===== src/rtl/count_display_mux.sv =====
// Display stage: one shared sequential double-dabble engine converts the three
// event counts to BCD, and a free-running scanner multiplexes the 8 digits.
module count_display_mux #(
    parameter int REFRESH_DIV = 100_000
) (
    input  logic       clock,
    input  logic       reset,
    input  logic [7:0] press_count,
    input  logic [7:0] hold_count,
    input  logic [7:0] release_count,
    output logic [6:0] segments,
    output logic [7:0] anodos
);
    localparam int            DW         = (REFRESH_DIV > 1) ? $clog2(REFRESH_DIV) : 1;
    localparam logic [DW-1:0] DWELL_LAST = DW'(REFRESH_DIV - 1);
    localparam logic [6:0]    SEG_DASH   = 7'b1111110;
    localparam logic [6:0]    SEG_ZERO   = 7'b0000001;

    typedef enum logic [1:0] {LOAD, SHIFT, STORE} state_t;
    typedef enum logic [1:0] {CH_PRESS, CH_HOLD, CH_RELEASE} chan_t;

    state_t      state;
    state_t      state_next;
    chan_t       chan;
    logic        load_en;
    logic        shift_en;
    logic        store_en;
    logic [2:0]  bit_cnt;
    logic [7:0]  bin;
    logic [11:0] bcd;
    logic [11:0] bcd_adj;
    logic [7:0]  sel_input;

    // Slot order matches the scan index; slot 8 keeps hold hundreds for overflow.
    logic [3:0]  digit      [9];
    logic [3:0]  digit_next [9];

    logic [DW-1:0] dwell;
    logic [DW-1:0] dwell_next;
    logic [2:0]    index;
    logic [2:0]    index_next;
    logic [6:0]    seg_next;

    function automatic logic [6:0] decode(input logic [3:0] d);
        logic [6:0] s;
        case (d)
            4'd0:    s = 7'b0000001;
            4'd1:    s = 7'b1001111;
            4'd2:    s = 7'b0010010;
            4'd3:    s = 7'b0000110;
            4'd4:    s = 7'b1001100;
            4'd5:    s = 7'b0100100;
            4'd6:    s = 7'b0100000;
            4'd7:    s = 7'b0001111;
            4'd8:    s = 7'b0000000;
            4'd9:    s = 7'b0000100;
            default: s = 7'b1111111;
        endcase
        return s;
    endfunction

    always_ff @(posedge clock or negedge reset) begin
        if (!reset) begin
            state <= LOAD;
        end else begin
            state <= state_next;
        end
    end

    always_comb begin
        state_next = state;
        case (state)
            LOAD:    state_next = SHIFT;
            SHIFT:   state_next = (bit_cnt == 3'd7) ? STORE : SHIFT;
            STORE:   state_next = LOAD;
            default: state_next = LOAD;
        endcase
    end

    always_comb begin
        load_en  = (state == LOAD);
        shift_en = (state == SHIFT);
        store_en = (state == STORE);
    end

    always_comb begin
        case (chan)
            CH_PRESS:   sel_input = press_count;
            CH_HOLD:    sel_input = hold_count;
            CH_RELEASE: sel_input = release_count;
            default:    sel_input = press_count;
        endcase
    end

    // Add-3 correction is applied to each nibble before the shift.
    always_comb begin
        bcd_adj = bcd;
        for (int n = 0; n < 3; n++) begin
            if (bcd[n*4 +: 4] >= 4'd5) begin
                bcd_adj[n*4 +: 4] = bcd[n*4 +: 4] + 4'd3;
            end
        end
    end

    always_ff @(posedge clock or negedge reset) begin
        if (!reset) begin
            bin     <= '0;
            bcd     <= '0;
            bit_cnt <= '0;
            chan    <= CH_PRESS;
        end else if (load_en) begin
            bin     <= sel_input;
            bcd     <= '0;
            bit_cnt <= '0;
        end else if (shift_en) begin
            {bcd, bin} <= {bcd_adj[10:0], bin, 1'b0};
            bit_cnt    <= bit_cnt + 3'd1;
        end else if (store_en) begin
            case (chan)
                CH_PRESS: chan <= CH_HOLD;
                CH_HOLD:  chan <= CH_RELEASE;
                default:  chan <= CH_PRESS;
            endcase
        end
    end

    always_comb begin
        digit_next = digit;
        if (store_en) begin
            case (chan)
                CH_PRESS: begin
                    digit_next[7] = bcd[11:8];
                    digit_next[6] = bcd[7:4];
                    digit_next[5] = bcd[3:0];
                end
                CH_HOLD: begin
                    digit_next[8] = bcd[11:8];
                    digit_next[4] = bcd[7:4];
                    digit_next[3] = bcd[3:0];
                end
                default: begin
                    digit_next[2] = bcd[11:8];
                    digit_next[1] = bcd[7:4];
                    digit_next[0] = bcd[3:0];
                end
            endcase
        end
    end

    always_ff @(posedge clock or negedge reset) begin
        if (!reset) begin
            for (int i = 0; i < 9; i++) begin
                digit[i] <= '0;
            end
        end else begin
            digit <= digit_next;
        end
    end

    always_comb begin
        dwell_next = dwell + 1'b1;
        index_next = index;
        if (dwell == DWELL_LAST) begin
            dwell_next = '0;
            index_next = index + 3'd1;
        end
    end

    always_ff @(posedge clock or negedge reset) begin
        if (!reset) begin
            dwell <= '0;
            index <= '0;
        end else begin
            dwell <= dwell_next;
            index <= index_next;
        end
    end

    // Outputs decode next-state values so they stay aligned with index and digits.
    always_comb begin
        seg_next = decode(digit_next[index_next]);
        if ((index_next == 3'd3 || index_next == 3'd4) && digit_next[8] != 4'd0) begin
            seg_next = SEG_DASH;
        end
    end

    always_ff @(posedge clock or negedge reset) begin
        if (!reset) begin
            segments <= SEG_ZERO;
            anodos   <= 8'b11111110;
        end else begin
            segments <= seg_next;
            anodos   <= ~(8'b1 << index_next);
        end
    end
endmodule

===== config.mk =====
export PLATFORM = sky130hd
export DESIGN_NAME = count_display_mux
export DESIGN_NICKNAME = d
export VERILOG_FILES = /design/src/rtl/count_display_mux.sv
export SDC_FILE = /design/constraint.sdc
export NUM_CORES = 1
export LEC_CHECK = 0
export ABC_AREA = 0
export CORE_ASPECT_RATIO = 0.7
export CORE_MARGIN = 1
export CORE_UTILIZATION = 40
export CTS_CLUSTER_DIAMETER = 120
export DETAILED_ROUTE_END_ITERATION = 8
export HOLD_SLACK_MARGIN = 0.1
export MAX_ROUTING_LAYER = met4
export PLACE_DENSITY = 0.57
export SETUP_SLACK_MARGIN = 0.5
export SLEW_MARGIN = 5
export SYNTH_ARGS = -nofsm -noshare
export SYNTH_HDL_FRONTEND = slang
export SYNTH_SLANG_ARGS = --single-unit

===== constraint.sdc =====
create_clock -name clock -period 5.4 [get_ports clock]
set_clock_uncertainty 0.1 [all_clocks]
set_input_delay 1.35 -clock clock [delete_from_list [all_inputs] [get_ports clock]]
set_output_delay 1.35 -clock clock [all_outputs]
set_load 0.005 [all_outputs]

==> run metrics <==
critical path's top delay family simple AND/OR/NAND/NOR gates; CTS tree built; Die ar. 0.0125 mm2; initial antenna violation count 0; area delta synth->final 17.4%; CP Max Fanout 15; largest net degree at the start of global routing 66; htree depth 3; fin crit share 73.0%; # diodes 0; Die H 94.0 um; worst path arrival time 4.11 ns; fin crit period 3.94 ns; core area 0.0117 mm2; Fill cells 1062; first-pass GRT wire length 16.9 mm; cell chain of the critical path ha_1 > and4_4 > and4_1 > mux2i_1 > inv_1 > o2111a_1 > nor2_2 > inv_1 > ha_1 > nor3_1 > a21oi_1 > o21ai_0; status completed; count leader, synth dfrtp_1; DRC 0; CTS resizes 0; max_cap viols 0; max-slew violations 0; hold_buf cts 0; first drt pass iteration count 4; Slew HR 43.8%; syn nets 505; number of CTS-inserted buffers 9; Hold Path Class register to register; Clk Latency, worst-skew pair 0.34 ns; Final Power 2.16 mW; post-DR wirelength/cell 15.3 um; largest area contributor in the netlist dfrtp_1; Clk pin slew, worst setup/hold paths 0.07 ns; All-Layer GR Usage 18.0%; DRT antenna net count 0; mean post-synth cell area 10.5 um2; Worst-Margin Slew 0.842 ns; Die X 133 um; fraction of registers with async set/reset 100%; Final WS setup 1.46 ns; vias in the first global route 3198; R2R Setup Slk 1.46 ns; post-synthesis cell type count 56; Num Clock Sinks 98; post-synthesis sequential area ratio 50.9%; PortBufs 40; synthesized cell area 0.00484 mm2; Yosys warning count 0; leakage 2.61 nW; final RePlAce weighted congestion 0.905; Crit path required time 5.56 ns; PwrDens 380 mW/mm2; Final Net Count 541; #FFs+latches synth 98; pre-CTS setup slack 1.52 ns; Final Hold Vio Count 0; Clock Tree Root clkbuf_16; Slowest-stage cell, CP and4_1; most common flop cell mapped by yosys dfrtp_1; clock buffer depth 2; Peak VDD IR 227 uV; DP Wirelength 7.03 mm; Buf/Inv on CP 2; Post-synth top cells 90 x dfrtp_1, 42 x nand2_1, 37 x o21ai_0, 36 x inv_1, 31 x nor2_1; CP endpoint kind register; initial cell density of the core 41.3%; # IOs 41; Iter 0 DRT Violations 209; CP Class register to register; via count 3250; setup_tns 0 ns; EDFF count, synth 0; grt total ovfl 0; Final setup viols 0; post-CTS setup buffer count 0; Yosys top cell area share 46.6%; Max stage delay on crit path 0.68 ns; Rows 33; Mapped Cells 459; FMAX 254 MHz; startpoint types register; Routed Wire Length 10.1 mm; DR vias/cell 4.95; RSZ-0062 raised after global routing false; layout cells sized above 1 12.6%; Area contributors post-synth dfrtp_1 47%, mux2i_1 5.6%, ha_1 5.2%
-- final timing paths --
path,startpoint,end,cells past startpoint
setup / recovery,dwell[0]$_DFF_PN0_,segments[3]$_DFF_PN0_,12
hold / removal,bin[0]$_DFFE_PN0P_,bin[0]$_DFFE_PN0P_,2
setup reg to reg,dwell[0]$_DFF_PN0_,segments[3]$_DFF_PN0_,12
hold reg to reg,bin[0]$_DFFE_PN0P_,bin[0]$_DFFE_PN0P_,2
max in group asynchronous,reset,segments[0]$_DFF_PN1_,2
min in group asynchronous,reset,bin[7]$_DFFE_PN0P_,1
-- cells by family (layout without fill, tap and decap cells) --
family                     count (synthesis)  after routing  synth area share, %
buffers and inverters                     57             98                 5.07
muxes                                     45             45                 9.91
and+or+nand+nor                          129            129                 13.4
adders and majority gates                 20             20                 5.17
xor gates and xnor gates                  20             20                 4.01
DFF                                       98             98                 50.9
AOI/OAI and AO/OA                         90             90                 11.6
-- worst min-delay path, cell delays in order, from the launching register on --
cell and delay, ns:
dfrtp_1 0.34, nand2_1 0.05, o31ai_1 0.05
-- stage by stage --
| stage | hold WS [ns] | cell area (um2) | cells | utilization (%) |
|---|---|---|---|---|
| floorplan | 0.338 | 4840 | 459 | - |
| global placement | 0.364 | 5360 | 641 | 45.7 |
| detailed placement | 0.369 | 5360 | 641 | 45.7 |
| CTS | 0.384 | 5680 | 657 | 48.4 |
| global route | 0.405 | 5680 | 657 | 48.4 |
| finish | 0.378 | 5680 | 657 | 48.4 |
-- sequential cells by signal, indices dropped and copies added (netlist names) --
register,count
bit_cnt,3
index,3
dwell,17
chan,2
bcd,12
digit,36
segments,7
anodos,8
state,2
bin,8
-- routing by layer --
layer,GRT usage [%],up-vias,part of all wire [%]
met4,4.17,0,0.61
met3,4.10,6,3.0
li1,-,1631,-
met2,23.9,38,42
met5,-,-,0
met1,27.4,1575,55
-- layout make-up --
class | instances | area (um2) | area share (%)
timing repair buffer | 44 | 428 | 7.54
inverter | 38 | 143 | 2.51
clock buffer | 10 | 239 | 4.21
tap | 157 | 196 | 3.46
clock inverter | 6 | 80.1 | 1.41
multi-input combinational | 304 | 2130 | 37.5
sequential | 98 | 2460 | 43.4
-- layout by cell type (no fill, tap or decap), drive strengths merged, types with 3 or more instances in the layout --
master	Yosys	final
xor2	10	10
dfstp	8	8
nor4b	3	3
nor2b	9	9
a21oi	20	20
clkdlybuf4s50	0	39
dfrtp	90	90
nor3b	4	4
o22ai	6	6
ha	20	20
and4	3	3
clkinv	1	5
mux2	17	17
xnor2	10	10
mux2i	28	28
clkbuf	11	10
nand2b	7	7
inv	37	37
o21ai	39	39
nor2	33	33
a211oi	9	9
buf	8	5
nor3	5	5
nand2	42	42
a22oi	8	8
or2	5	5
nand3	9	9
-- power breakdown --
part | switching [mW] | leakage, nW | internal [mW] | total [mW]
sequential | 0.0934 | 1.25 | 0.872 | 0.965
clock | 0.266 | 0.162 | 0.415 | 0.681
combinational | 0.266 | 1.20 | 0.244 | 0.510
total | 0.625 | 2.61 | 1.53 | 2.16
Note: power is estimated with default switching activity, not from simulation.
